### config.mk
export PLATFORM = sky130hd
export DESIGN_NAME = psk_frame_source
export DESIGN_NICKNAME = d
export VERILOG_FILES = /design/src/rtl/psk_pkg.sv /design/src/rtl/psk_lfsr.sv /design/src/rtl/psk_frame_source.sv
export SDC_FILE = /design/constraint.sdc
export NUM_CORES = 1
export LEC_CHECK = 0
export ABC_AREA = 1
export CAP_MARGIN = 20
export CORE_MARGIN = 2
export CORE_UTILIZATION = 55
export CTS_CLUSTER_DIAMETER = 120
export CTS_CLUSTER_SIZE = 24
export DETAILED_ROUTE_END_ITERATION = 6
export MAX_ROUTING_LAYER = met4
export PLACE_DENSITY = 0.77
export SETUP_SLACK_MARGIN = 0.3
export SLEW_MARGIN = 20
export SYNTH_ARGS = -nofsm -noshare
export SYNTH_HDL_FRONTEND = slang
export SYNTH_SLANG_ARGS = --single-unit
### constraint.sdc
create_clock -name clk_16M384 -period 9.9 [get_ports clk_16M384]
set_clock_uncertainty 0.05 [all_clocks]
set_input_delay 1.485 -clock clk_16M384 [delete_from_list [all_inputs] [get_ports clk_16M384]]
set_output_delay 1.485 -clock clk_16M384 [all_outputs]
set_load 0.02 [all_outputs]
### src/rtl/psk_pkg.sv
// Shared constants, state encoding and Gray maps for the PSK frame source.
package psk_pkg;

  localparam logic [3:0] MODE_BPSK = 4'b0001;
  localparam logic [3:0] MODE_QPSK = 4'b0010;
  localparam logic [3:0] MODE_MIX  = 4'b0100;
  localparam logic [3:0] MODE_8PSK = 4'b1000;

  typedef enum logic [2:0] {
    S_IDLE = 3'd0,
    S_PRE  = 3'd1,
    S_HDR  = 3'd2,
    S_PAY  = 3'd3,
    S_GAP  = 3'd4
  } state_t;

  function automatic logic mode_valid(input logic [3:0] m);
    return (m == MODE_BPSK) || (m == MODE_QPSK) || (m == MODE_MIX) || (m == MODE_8PSK);
  endfunction

  // MIX sends preamble/header as BPSK like every mode, so its payload is plain QPSK.
  function automatic logic [1:0] mode_bps(input logic [3:0] m);
    case (m)
      MODE_BPSK: return 2'd1;
      MODE_8PSK: return 2'd3;
      default:   return 2'd2;
    endcase
  endfunction

  function automatic logic [2:0] gray_qpsk(input logic [1:0] b);
    case (b)
      2'b00:   return 3'd1;
      2'b01:   return 3'd3;
      2'b11:   return 3'd5;
      default: return 3'd7;
    endcase
  endfunction

  function automatic logic [2:0] gray_8psk(input logic [2:0] b);
    case (b)
      3'b000:  return 3'd0;
      3'b001:  return 3'd1;
      3'b011:  return 3'd2;
      3'b010:  return 3'd3;
      3'b110:  return 3'd4;
      3'b111:  return 3'd5;
      3'b101:  return 3'd6;
      default: return 3'd7;
    endcase
  endfunction

endpackage

### src/rtl/psk_lfsr.sv
// Fibonacci PN generator; o_bit is the MSB of the seeded-or-current register,
// so a seed and the first output bit can happen on the same tick.
module psk_lfsr #(
  parameter int                ORDER = 5,
  parameter logic [ORDER-1:0]  TAPS  = 5'b10100
) (
  input  logic i_clk,
  input  logic i_rst,
  input  logic i_seed,
  input  logic i_shift,
  output logic o_bit
);

  logic [ORDER-1:0] r_lfsr;
  logic [ORDER-1:0] w_base;
  logic [ORDER-1:0] w_next;

  assign w_base = i_seed ? {ORDER{1'b1}} : r_lfsr;
  assign w_next = {w_base[ORDER-2:0], ^(w_base & TAPS)};
  assign o_bit  = w_base[ORDER-1];

  always_ff @(posedge i_clk or posedge i_rst) begin
    if (i_rst)        r_lfsr <= {ORDER{1'b1}};
    else if (i_shift) r_lfsr <= w_next;
    else if (i_seed)  r_lfsr <= {ORDER{1'b1}};
  end

endmodule

### src/rtl/psk_frame_source.sv
// Frame source: PN preamble, frame-counter header, Gray-mapped payload, idle gap.
// One phase index per sym_stb, registered outputs one cycle after the strobe.
module psk_frame_source
  import psk_pkg::*;
#(
  parameter int               PN_ORDER      = 5,
  parameter logic [PN_ORDER-1:0] PN_TAPS    = 5'b10100,
  parameter int               PAYLOAD_BYTES = 8,
  parameter int               GAP_SYMS      = 16
) (
  input  logic       clk_16M384,
  input  logic       rst_16M384,
  input  logic       sym_stb,
  input  logic [3:0] MODE_CTRL,
  input  logic [7:0] data_tdata,
  input  logic       data_tvalid,
  output logic       data_tready,
  output logic [2:0] sym_idx,
  output logic       sym_vld,
  output logic       sym_first,
  output logic       sym_last,
  output logic       busy,
  output logic       underrun
);

  localparam int          PRE_LEN   = (1 << PN_ORDER) - 1;
  localparam logic [15:0] PRE_LAST  = 16'(PRE_LEN - 1);
  localparam logic [15:0] GAP_LAST  = 16'((GAP_SYMS > 0) ? GAP_SYMS - 1 : 0);
  localparam logic [8:0]  PAY_BYTES = 9'(PAYLOAD_BYTES);

  state_t      r_state, w_state_n;
  logic [15:0] r_cnt, w_cnt_n;
  logic [7:0]  r_fcnt, w_fcnt_n;
  logic [3:0]  r_mode, w_mode_n;
  logic [9:0]  r_buf, w_buf_n, w_buf;
  logic [3:0]  r_nbits, w_nbits_n, w_n, w_bps;
  logic [8:0]  r_bytes, w_bytes_n, w_bytes_left;
  logic        r_und, w_und_n;
  logic [2:0]  r_sym_idx, w_idx, w_bits, w_mask, w_pay_idx;
  logic        r_vld, r_first, r_last;
  logic        w_emit, w_first, w_last, w_take, w_seed, w_shift, w_pn_bit, w_pay_last;
  logic [7:0]  w_byte;

  psk_lfsr #(.ORDER(PN_ORDER), .TAPS(PN_TAPS)) u_pn (
    .i_clk   (clk_16M384),
    .i_rst   (rst_16M384),
    .i_seed  (w_seed),
    .i_shift (w_shift),
    .o_bit   (w_pn_bit)
  );

  // Payload datapath: bits live right-aligned in r_buf, the oldest at r_nbits-1.
  // A byte is pulled only when the buffer cannot fill the next symbol.
  always_comb begin
    w_bps        = {2'b00, mode_bps(r_mode)};
    w_mask       = 3'((4'd1 << w_bps) - 4'd1);
    w_take       = sym_stb && (r_state == S_PAY) && (r_nbits < w_bps) && (r_bytes != 9'd0);
    w_byte       = data_tvalid ? data_tdata : 8'h00;
    w_buf        = w_take ? {r_buf[1:0], w_byte} : r_buf;
    w_n          = w_take ? 4'(r_nbits + 4'd8) : r_nbits;
    w_bytes_left = w_take ? 9'(r_bytes - 9'd1) : r_bytes;
    if (w_n >= w_bps) w_bits = 3'(w_buf >> (w_n - w_bps)) & w_mask;
    else              w_bits = 3'(w_buf << (w_bps - w_n)) & w_mask;
    case (r_mode)
      MODE_BPSK: w_pay_idx = w_bits[0] ? 3'd4 : 3'd0;
      MODE_8PSK: w_pay_idx = gray_8psk(w_bits);
      default:   w_pay_idx = gray_qpsk(w_bits[1:0]);
    endcase
    w_pay_last = (w_bytes_left == 9'd0) && (w_n <= w_bps);
  end

  always_comb begin
    w_state_n = r_state;
    w_cnt_n   = r_cnt;
    w_fcnt_n  = r_fcnt;
    w_mode_n  = r_mode;
    w_buf_n   = r_buf;
    w_nbits_n = r_nbits;
    w_bytes_n = r_bytes;
    w_und_n   = r_und;
    w_emit    = 1'b0;
    w_first   = 1'b0;
    w_last    = 1'b0;
    w_idx     = 3'd0;
    w_seed    = 1'b0;
    w_shift   = 1'b0;
    if (sym_stb) begin
      case (r_state)
        S_IDLE: begin
          if (data_tvalid && mode_valid(MODE_CTRL)) begin
            w_mode_n  = MODE_CTRL;
            w_und_n   = 1'b0;
            w_seed    = 1'b1;
            w_shift   = 1'b1;
            w_emit    = 1'b1;
            w_first   = 1'b1;
            w_idx     = w_pn_bit ? 3'd4 : 3'd0;
            w_cnt_n   = 16'd1;
            w_state_n = S_PRE;
          end
        end
        S_PRE: begin
          w_shift = 1'b1;
          w_emit  = 1'b1;
          w_idx   = w_pn_bit ? 3'd4 : 3'd0;
          if (r_cnt == PRE_LAST) begin
            w_cnt_n   = 16'd0;
            w_state_n = S_HDR;
          end else begin
            w_cnt_n = r_cnt + 16'd1;
          end
        end
        S_HDR: begin
          w_emit = 1'b1;
          w_idx  = r_fcnt[~r_cnt[2:0]] ? 3'd4 : 3'd0;
          if (r_cnt == 16'd7) begin
            w_fcnt_n  = r_fcnt + 8'd1;
            w_cnt_n   = 16'd0;
            w_buf_n   = 10'd0;
            w_nbits_n = 4'd0;
            w_bytes_n = PAY_BYTES;
            w_state_n = S_PAY;
          end else begin
            w_cnt_n = r_cnt + 16'd1;
          end
        end
        S_PAY: begin
          w_emit    = 1'b1;
          w_idx     = w_pay_idx;
          w_buf_n   = w_buf;
          w_nbits_n = (w_n >= w_bps) ? 4'(w_n - w_bps) : 4'd0;
          w_bytes_n = w_bytes_left;
          if (w_take && !data_tvalid) w_und_n = 1'b1;
          if (w_pay_last) begin
            w_last    = 1'b1;
            w_cnt_n   = 16'd0;
            w_state_n = (GAP_SYMS == 0) ? S_IDLE : S_GAP;
          end
        end
        S_GAP: begin
          if (r_cnt == GAP_LAST) begin
            w_cnt_n   = 16'd0;
            w_state_n = S_IDLE;
          end else begin
            w_cnt_n = r_cnt + 16'd1;
          end
        end
        default: w_state_n = S_IDLE;
      endcase
    end
  end

  always_ff @(posedge clk_16M384 or posedge rst_16M384) begin
    if (rst_16M384) begin
      r_state   <= S_IDLE;
      r_cnt     <= 16'd0;
      r_fcnt    <= 8'd0;
      r_mode    <= MODE_BPSK;
      r_buf     <= 10'd0;
      r_nbits   <= 4'd0;
      r_bytes   <= 9'd0;
      r_und     <= 1'b0;
      r_sym_idx <= 3'd0;
      r_vld     <= 1'b0;
      r_first   <= 1'b0;
      r_last    <= 1'b0;
    end else begin
      r_state <= w_state_n;
      r_cnt   <= w_cnt_n;
      r_fcnt  <= w_fcnt_n;
      r_mode  <= w_mode_n;
      r_buf   <= w_buf_n;
      r_nbits <= w_nbits_n;
      r_bytes <= w_bytes_n;
      r_und   <= w_und_n;
      r_vld   <= w_emit;
      r_first <= w_first;
      r_last  <= w_last;
      if (w_emit) r_sym_idx <= w_idx;
    end
  end

  assign data_tready = w_take;
  assign sym_idx     = r_sym_idx;
  assign sym_vld     = r_vld;
  assign sym_first   = r_first;
  assign sym_last    = r_last;
  assign busy        = (r_state != S_IDLE);
  assign underrun    = r_und;

endmodule

# Word-level counts from Yosys, hierarchy flattened

Index checks and enable logic that the tools add are counted.
W data, S select, Z words.

Register bits after elaboration: 66
Latch bits: 0
Bits in writable memories: 0
ROM bits: 0
Input bits: 16
Output and inout bits: 9
Memories: 0

$add $sub $neg: 7
Multipliers: 0
Divide/modulo/power cells: 0
$lt $le $gt $ge: 4
Equal/unequal tests: 27
Shift-type cells: 3
Mux-type cells: 51
Bitwise logic cells: 3
Reductions and logical operators: 27

Operators with widths:

| cell                    | count |
|---|---|
| $mux W16                | 5 |
| $pmux W16 S5            | 1 |
| $mux W3                 | 11 |
| $pmux W3 S7             | 1 |
| $mux W10                | 2 |
| $pmux W10 S2            | 1 |
| $mux W9                 | 2 |
| $pmux W9 S2             | 1 |
| $add A16 B1 Y16 const B | 1 |
| $eq A16 B3 Y1 const B   | 1 |
| $eq A16 B4 Y1 const B   | 1 |
| $eq A16 B5 Y1 const B   | 1 |
| $pmux W3 S5             | 1 |
| $eq A3 B2 Y1 const B    | 4 |
| $eq A3 B3 Y1 const B    | 4 |
| $mux W4                 | 3 |
| $pmux W3 S4             | 1 |
| $mux W1                 | 11 |
| $mux W5                 | 2 |
| $ne A2 B2 Y1 const B    | 5 |
| $shl A10 B4 Y3          | 1 |
| $shr A10 B4 Y3          | 1 |
| $logic_not A9 Y1        | 1 |
| $pmux W3 S3             | 1 |
| other kinds (41)        | 59 |

# Depth between registers and ports, before layout

Word-level depth: 15
Gate-level depth with buffers: 31
Mapped depth without buffers: 29

# Modules after synthesis

From an unflattened synthesis, not the netlist that was laid out.

Cell total of the unflattened synthesis: 587
Area, all modules: 4,435.5 um^2

Modules (own cells, without submodules):

| module           | instances | cells each | area an instance (um^2) | sequential area each (um^2) |
|---|---|---|---|---|
| psk_frame_source | 1         | 562        | 4,212.8                 | 1,527.7 |
| psk_lfsr         | 1         | 25         | 222.7                   | 131.4 |

# Least setup slack after synthesis

No wires, ideal clock.

Path kind: register to register
Start point: register r_mode[0]
End point: register r_sym_idx[1], in the netlist sym_idx[1]
Library setup time: 0.117 ns
Data arrival time: 4.512 ns
Slack: 5.222 ns
Stages on the path, launching flop included: 32
Clock period less this slack: 4.678 ns
Path through: dfstp_2 -> inv_1 -> nor4_1 -> nor2_1 -> inv_1 -> ha_1 -> inv_1 -> fa_1 -> nor2_1 -> nand2_1 -> nor2_2 -> nand2_2 -> buf_6 -> buf_6 -> nand2_1 -> nand2_1 -> o21ai_0 -> nor2_1 -> nand2_1 -> nand3_1 -> nand2_1 -> nand2_1 -> nand2_1 -> inv_1 -> ha_1 -> or2_2 -> o21ai_0 -> nor2_1 -> a21oi_1 -> nand2_1 -> nand2_1 -> nand2_1

Cells in the longest elaborated chain, start to end: 15

Ends and longest elaborated chain:

| item                                                    | RTL line                                       | RTL |
|---|---|---|
| from (decl)                                             | psk_frame_source.sv:34                         | `logic [3:0] r_mode, w_mode_n;` |
| from (signal assigned)                                  | psk_frame_source.sv:171                        | `r_mode <= w_mode_n;` |
| $eq A4 B4 Y1 / $eq A4 B1 Y1 (equally long branches)     | psk_pkg.sv:23, psk_frame_source.sv:64          |  |
| $pmux W2 S2                                             | psk_pkg.sv:23                                  | `case (m)` |
| $lt A4 B2 Y1                                            | psk_frame_source.sv:57                         | `w_take = sym_stb && (r_state == S_PAY) && (r_nbits < w_bps) && (r_bytes != 9'd0);` |
| $logic_and A1 B1 Y1 (2 in a row)                        | psk_frame_source.sv:57                         |  |
| $mux W4                                                 | psk_frame_source.sv:60                         | `w_n = w_take ? 4'(r_nbits + 4'd8) : r_nbits;` |
| $sub A2 B4 Y4 / $sub A4 B2 Y4 (equally long branches)   | psk_frame_source.sv:63, psk_frame_source.sv:62 |  |
| $shl A10 B4 Y3 / $shr A10 B4 Y3 (equally long branches) | psk_frame_source.sv:63, psk_frame_source.sv:62 |  |
| $and A3 B3 Y3 (on tied branches)                        | psk_frame_source.sv:63, psk_frame_source.sv:62 |  |
| $mux W3                                                 | psk_frame_source.sv:62                         | `if (w_n >= w_bps) w_bits = 3'(w_buf >> (w_n - w_bps)) & w_mask;` |
| $eq A3 B3 Y1 (tied with other cells)                    | psk_pkg.sv:40                                  | `case (b)` |
| $pmux W3 S7 / $pmux W3 S3 (equally long branches)       | psk_pkg.sv:40, psk_pkg.sv:31                   |  |
| $pmux W3 S2 *                                           | psk_frame_source.sv:64                         | `case (r_mode)` |
| $pmux W3 S4 *                                           | psk_frame_source.sv:88                         | `case (r_state)` |
| $mux W3 *                                               | psk_frame_source.sv:87                         | `if (sym_stb) begin` |
| to (signal assigned)                                    | psk_frame_source.sv:179                        | `if (w_emit) r_sym_idx <= w_idx;` |
| to (decl)                                               | psk_frame_source.sv:39                         | `logic [2:0] r_sym_idx, w_idx, w_bits, w_mask, w_pay_idx;` |

Mark *: on every way between the ends. The rest lies on a longest branch, timed or not.
A chain may end at the register's enable or synchronous reset.

# Worst setup path after layout

Start point: input sym_stb
End point: output data_tready

Cells in the longest elaborated chain, start to end: 3

Ends and longest elaborated chain:

| item                             | RTL line               | RTL |
|---|---|---|
| from (decl)                      | psk_frame_source.sv:13 | `input logic sym_stb,` |
| $logic_and A1 B1 Y1 (3 in a row) | psk_frame_source.sv:57 |  |
| to (decl)                        | psk_frame_source.sv:17 | `output logic data_tready,` |

No other way between the ends.

==> results.sh <==
export IMPL_cp_cell_sequence="clkdlybuf4s50_1, nand4_4, nor2_2, nand2_2, inv_2, clkdlybuf4s50_1"
export IMPL_ir_drop_uv=333
export IMPL_crit_top_cell="clkdlybuf4s50_1"
export IMPL_use_met1_pct=36.7
export IMPL_synth_seq_area_share_pct=36.6
export IMPL_root_buffer="clkbuf_8"
export IMPL_final_nets=686
export IMPL_worst_slew_pin_slew_ns=1.01
export IMPL_seq_power_share_pct=25.0
export IMPL_overflow=0
export IMPL_synth_top_area_cell="dfrtp_1"
export IMPL_fp_dieH_um=94.8
export IMPL_grt_pass1_wl_um=18500
export IMPL_hold_violations=0
export IMPL_layout_commonest_cell="nand2_1"
export IMPL_drc=0
export IMPL_rsz0062_at_grt="false"
export IMPL_drt_initial_drc_count=292
export IMPL_ys_warnings_count=0
export IMPL_worst_setup_path_start_kind="primary input"
export IMPL_hold_buffers=0
export IMPL_synth_enable_flop_cells=0
export IMPL_crit_type="in2out"
export IMPL_setup_violations_final=0
export IMPL_postCtsSetupBuffers=0
export IMPL_fmax_ghz=0.177
export IMPL_synth_cells=632
export IMPL_clock_latency_ns=0.34
export IMPL_clkSinkCount=66
export IMPL_wl_per_cell_um=14.1
export IMPL_area_growth_pct=11.4
export IMPL_p_per_area_nw_per_um2=339
export IMPL_finalCritPeriodShare_pct=56.9
export IMPL_slowest_delay_ns=0.62
export IMPL_mostFrequentLayoutCells="nand2_1 (157), inv_1 (80), dfrtp_1 (60), nor2_1 (59), nand3_1 (51)"
export IMPL_critPathCaptureType="output port"
export IMPL_fp_dieW_um=94.8
export IMPL_syn_area_um2=4530
export IMPL_track_usage_pct=26.9
export IMPL_syn_avg_cell_area_um2=7.17
export IMPL_hp_class="reg2reg"
export IMPL_io_buffers=24
export IMPL_setup_tns_final_ns=0
export IMPL_power_frac_clock_pct=14.3
export IMPL_cap_violations=0
export IMPL_cts_buffers=9
export IMPL_slowest_stage="clkdlybuf4s50_1"
export IMPL_yosys_cell_types_count=45
export IMPL_cts_path_max_buffers=2
export IMPL_fin_crit_ns=5.63
export IMPL_synth_area_leaders="dfrtp_1 (33%), nand2_1 (13%), inv_1 (6.7%)"
export IMPL_cp_max_fo=24
export IMPL_grtUsageMet3_pct=5.19
export IMPL_viasPerCell=5.58
export IMPL_drt_pass1_iter_count=5
export IMPL_gp_congestion=0.932
export IMPL_maxSlewViolCount=0
export IMPL_post_route_cells_drive_above_1_share_pct=8.18
export IMPL_status="completed"
export IMPL_rows=33
export IMPL_ys_flop_type="dfrtp_1"
export IMPL_grt_antenna_before_repair=0
export IMPL_p_comb_share_pct=60.7
export IMPL_vias=4272
export IMPL_fin_cells=765
export IMPL_p_sw_share_pct=50.4
export IMPL_p_switching_mw=0.863
export IMPL_n_antenna_cell=0
export IMPL_dp_cells=749
export IMPL_power_internal_mw=0.850
export IMPL_ant_nets=0
export IMPL_routed_wl_um=10800
export IMPL_grt_pass1_vias=4034
export IMPL_synth_seq_cells=66
export IMPL_die_area_um2=8990
export IMPL_grt_use_met2_pct=41.3
export IMPL_io_pin_count=25
export IMPL_cp_required_ns=8.37
export IMPL_dp_hpwl_um=7950
export IMPL_busiest_layer="met2"
export IMPL_slew_headroom_pct=32.4
export IMPL_grt_max_degree=67
export IMPL_cts_resized_gates=0
export IMPL_postSynth_asyncResetShare_pct=100
export IMPL_cts_tree="done"
export IMPL_synth_nets=662
export IMPL_start_util_pct=56.0
export IMPL_cts_clk_slew_worst_paths_ns=0.07
export IMPL_coreArea_um2=8090
export IMPL_p_leak_nw=2.43
export IMPL_htree_levels=3
export IMPL_synth_top_area_share_pct=33.1
export IMPL_arrival_ns=4.10
-- routing by layer --
layer / wire length [um] / part of all wire (%)
met5: 0 / 0
met2: 4850 / 45
met4: 138 / 1.3
met3: 568 / 5.3
met1: 5250 / 49
-- flip-flops by register name, indices dropped and copies added (netlist names) --
register,flops
r_nbits,4
sym_last,1
underrun,1
r_buf,10
r_mode,4
u_pn.r_lfsr,5
sym_idx,3
sym_first,1
sym_vld,1
r_state,3
r_fcnt,8
r_bytes,9
r_cnt,16
-- kinds of logic after synthesis --
logic type	Yosys count	share of synthesized area (%)
simple gates	322	32.2
buf+inv	104	9.13
compound gates	103	13.4
flops	66	36.6
xor+xnor	23	4.44
fa+ha+maj	14	4.19
-- final cells by class --
class | instances | area (um2)
sequential | 66 | 1660
timing repair buffer | 27 | 260
inverter | 90 | 338
multi-input combinational | 462 | 2460
clock inverter | 3 | 65.1
fill | 733 | 3040
clock buffer | 12 | 135
tap | 105 | 131
-- worst paths after layout --
kind / startpoint / endpoint / slack, ns / depth (start not counted)
min in group asynchronous: rst_16M384 / r_bytes[4] / 1.65 / 3
hold reg to reg: u_pn.r_lfsr[2] / u_pn.r_lfsr[2] / 0.42 / 2
hold / removal: u_pn.r_lfsr[2] / u_pn.r_lfsr[2] / 0.42 / 2
max in group asynchronous: rst_16M384 / r_buf[4] / 7.62 / 3
setup reg to reg: r_mode[0] / sym_idx[2] / 4.69 / 28
setup / recovery: sym_stb / data_tready / 4.27 / 6
-- critical path: cells and delay by family --
family        cells  cell delay [ns]
buf+inv           3             1.40
simple gates      3             1.21
-- power groups by stage --
stage	clock, mW	combinational, mW	sequential [mW]
floorplan	0	0.795	0.423
global placement	0	0.990	0.430
detailed placement	0	1.02	0.433
CTS	0.248	1.03	0.428
global route	0.262	1.18	0.442
finish	0.246	1.04	0.428
-- cell usage after synthesis (3+ instances only) --
cell type / count
nand2_1: 157
ha_1: 12
nor4_1: 10
o21ai_0: 26
dfstp_2: 6
nand4_1: 9
o311ai_0: 3
a311oi_1: 3
xnor2_1: 4
nor2_2: 5
inv_2: 7
nor3_1: 10
xor2_1: 19
a31oi_1: 3
o31ai_1: 5
nand3_1: 51
clkbuf_1: 5
a31o_2: 4
nand2_2: 5
nand3b_1: 3
o22ai_1: 19
nor2_1: 59
dfrtp_1: 60
a21oi_1: 21
buf_2: 7
inv_1: 81
o21ai_1: 13
-- stage by stage --
stage	cell area [um2]	power [mW]	worst slack [ns]	hold slack [ns]	utilization [%]
floorplan	4530	1.22	5.22	0.386	-
global placement	4840	1.42	4.36	0.400	59.9
CTS	5040	1.70	3.98	0.423	62.3
detailed placement	4840	1.45	4.28	0.413	59.9
finish	5050	1.71	4.27	0.419	62.4
global route	5050	1.88	3.97	0.444	62.4
No activity file was read; power rests on OpenSTA's default activity.
==> variant (config.mk and constraints unchanged) <==
Encoding of `state_t`: now Gray code (3 bits for 5 states).
--- a/src/rtl/psk_pkg.sv
+++ b/src/rtl/psk_pkg.sv
@@ -9,7 +9,7 @@
   typedef enum logic [2:0] {
-    S_IDLE = 3'd0,
-    S_PRE  = 3'd1,
-    S_HDR  = 3'd2,
-    S_PAY  = 3'd3,
-    S_GAP  = 3'd4
+    S_IDLE = 3'b000,
+    S_PRE  = 3'b001,
+    S_HDR  = 3'b011,
+    S_PAY  = 3'b010,
+    S_GAP  = 3'b110
   } state_t;
Check against the original RTL: same outputs for any inputs over 10 cycles, from zero or initial values and one cycle with rst_16M384 high; not proved beyond that.
==> variant against the unedited design <==
Final area grew 0.30%; critical path depth increased by 7; synthesized area up 0.55%; routed wire length increased by 2.1%; register-to-register slack improved by 0.23 ns; setup slack lost 0.11 ns; sequential cell count did not move; power decreased by 5.6%.
==> variant: results (changes against the unedited design) <==
cts-root-buf: "clkbuf_8"
synth_compound_area_share_pct: 13.2  # -0.27 points
cts_resized: 0  # unchanged
largest_register_ffs: 16  # unchanged
synthArstFlopShare_pct: 100  # unchanged
cts_setup_buffers: 0  # unchanged
ir_worst_vdd_mv: 0.165  # -51%
power.leakage_nw: 2.42  # -0.16%
reg_top3: "r_cnt: 16 flops, r_buf: 10 flops, r_bytes: 9 flops"
insertion_delay_ns: 0.36  # +0.02 ns
grt_antenna_before_repair: 0  # unchanged
status: "completed"
synth.top_cells.by_count: "nand2_1, inv_1, nand3_1"
path_clk_slew_ns: 0.09  # +0.02 ns
grt_max_degree: 67  # unchanged
hp-class: "flop to flop"
clockBufferDepth: 2  # unchanged
synth_cells: 628  # -0.63%
ys_seq_area_share_pct: 36.4  # -0.20 points
wirelength_mm: 11.0  # +2.1%
place_hpwl_mm: 8.20  # +3.1%
synth_ff_type: "dfrtp_1"
grt_pass1_vias: 4039  # +0.12%
cts_buffers: 9  # unchanged
drt_iter0_drc: 240  # -18%
powerDensity_mw_per_mm2: 319  # -5.9%
synthMuxAreaShare_pct: 0  # unchanged
vias: 4286  # +0.33%
cts.htree.levels: 3  # unchanged
fin_nets: 681  # -0.73%
wire_per_inst_um: 14.5  # +2.6%
worstPathMaxFanout: 21  # -13%
dp.cells: 745  # -0.53%
numPortBuffers: 24  # unchanged
synthAdderAreaFrac_pct: 4.17  # -0.023 points
finalSetupViolCount: 0  # unchanged
grt_usage_pct: 27.0  # +0.16 points
dr.pass1.iters: 4  # -1
ys_types: 46  # +2.2%
diodes: 0  # unchanged
fill_cells: 713  # -2.7%
yosysWarningCount: 0  # unchanged
grt_pass1_wl_mm: 18.5  # +0.23%
synth_nets: 658  # -0.60%
synthTopCellsByArea: "dfrtp_1, nand2_1, nand3_1, inv_1, nor2_1"
synth-xor-area-share_pct: 4.61  # +0.17 points
routabilityCongestion: 0.936  # +0.43%
slew-limit-headroom_pct: 45.3  # +13 points
drive_gt1_share_pct: 8.69  # +0.51 points
post-route-period-util_pct: 58.0  # +1.1 points
-- variant: where the power goes --
group | leakage (nW) | internal [W] | switching, W
sequential | 0.844 | 0.000356 | 0.0000618
clock | 0.100 | 0.000118 | 0.000116
combinational | 1.48 | 0.000323 | 0.000642
-- variant: through the flow --
| stage | setup slack, ns | power [W] | cell area, um^2 |
|---|---|---|---|
| finish | 4.15 | 0.00162 | 5060 |
| floorplan | 5.53 | 0.00114 | 4560 |
| global route | 3.80 | 0.00177 | 5060 |
| global placement | 4.33 | 0.00135 | 4860 |
| CTS | 3.82 | 0.00160 | 5060 |
| detailed placement | 4.23 | 0.00137 | 4860 |
-- variant: worst max-delay path, stage by stage, from the launching register on --
cell,delay [ns]
dfstp_2,0.52
inv_1,0.06
nor4_2,0.60
nor2_1,0.16
inv_1,0.12
ha_1,0.17
inv_1,0.05
fa_1,0.38
nor2_1,0.20
nand2_2,0.16
nor2_8,0.23
nand2_2,0.31
inv_2,0.24
clkdlybuf4s50_1,0.63
-- variant: path summary, 6_finish.rpt --
kind | end | depth (start not counted) | from | slack [ns]
max | data_tready | 13 | r_mode[0]$_DFFE_PP1P_ | 4.15
min | u_pn.r_lfsr[3]$_DFF_PP1_ | 2 | u_pn.r_lfsr[3]$_DFF_PP1_ | 0.44
max reg2reg | sym_idx[1]$_DFFE_PP0P_ | 28 | r_mode[0]$_DFFE_PP1P_ | 4.92
min reg2reg | u_pn.r_lfsr[3]$_DFF_PP1_ | 2 | u_pn.r_lfsr[3]$_DFF_PP1_ | 0.44
max in group asynchronous | underrun$_DFFE_PP0P_ | 3 | rst_16M384 | 7.64
min in group asynchronous | r_cnt[12]$_DFFE_PP0P_ | 3 | rst_16M384 | 1.64
-- variant: kinds of logic (layout without fill, tap and decap cells) --
family | count (synthesis) | count (layout)
and+or+nand+nor | 314 | 314
buffers and inverters | 109 | 137
AOI/OAI and AO/OA | 101 | 101
DFF | 66 | 66
xor gates and xnor gates | 24 | 24
adders and majority gates | 14 | 14
-- variant: layout make-up --
cell class	instances	area share (%)
repair buffers	25	4.89
flip-flops and latches	66	32.8
clock inverters	7	1.53
inverters	96	7.16
multi-input cells	453	48.6
well taps	105	2.59
clock buffers	9	2.45
-- variant: layer usage --
layer	up-vias	part of all wire [%]	track usage, %
li1	2133	-	-
met1	2052	47	35.0
met2	88	48	44.3
met3	13	4.1	4.27
met4	0	1.0	7.61
met5	-	0	-
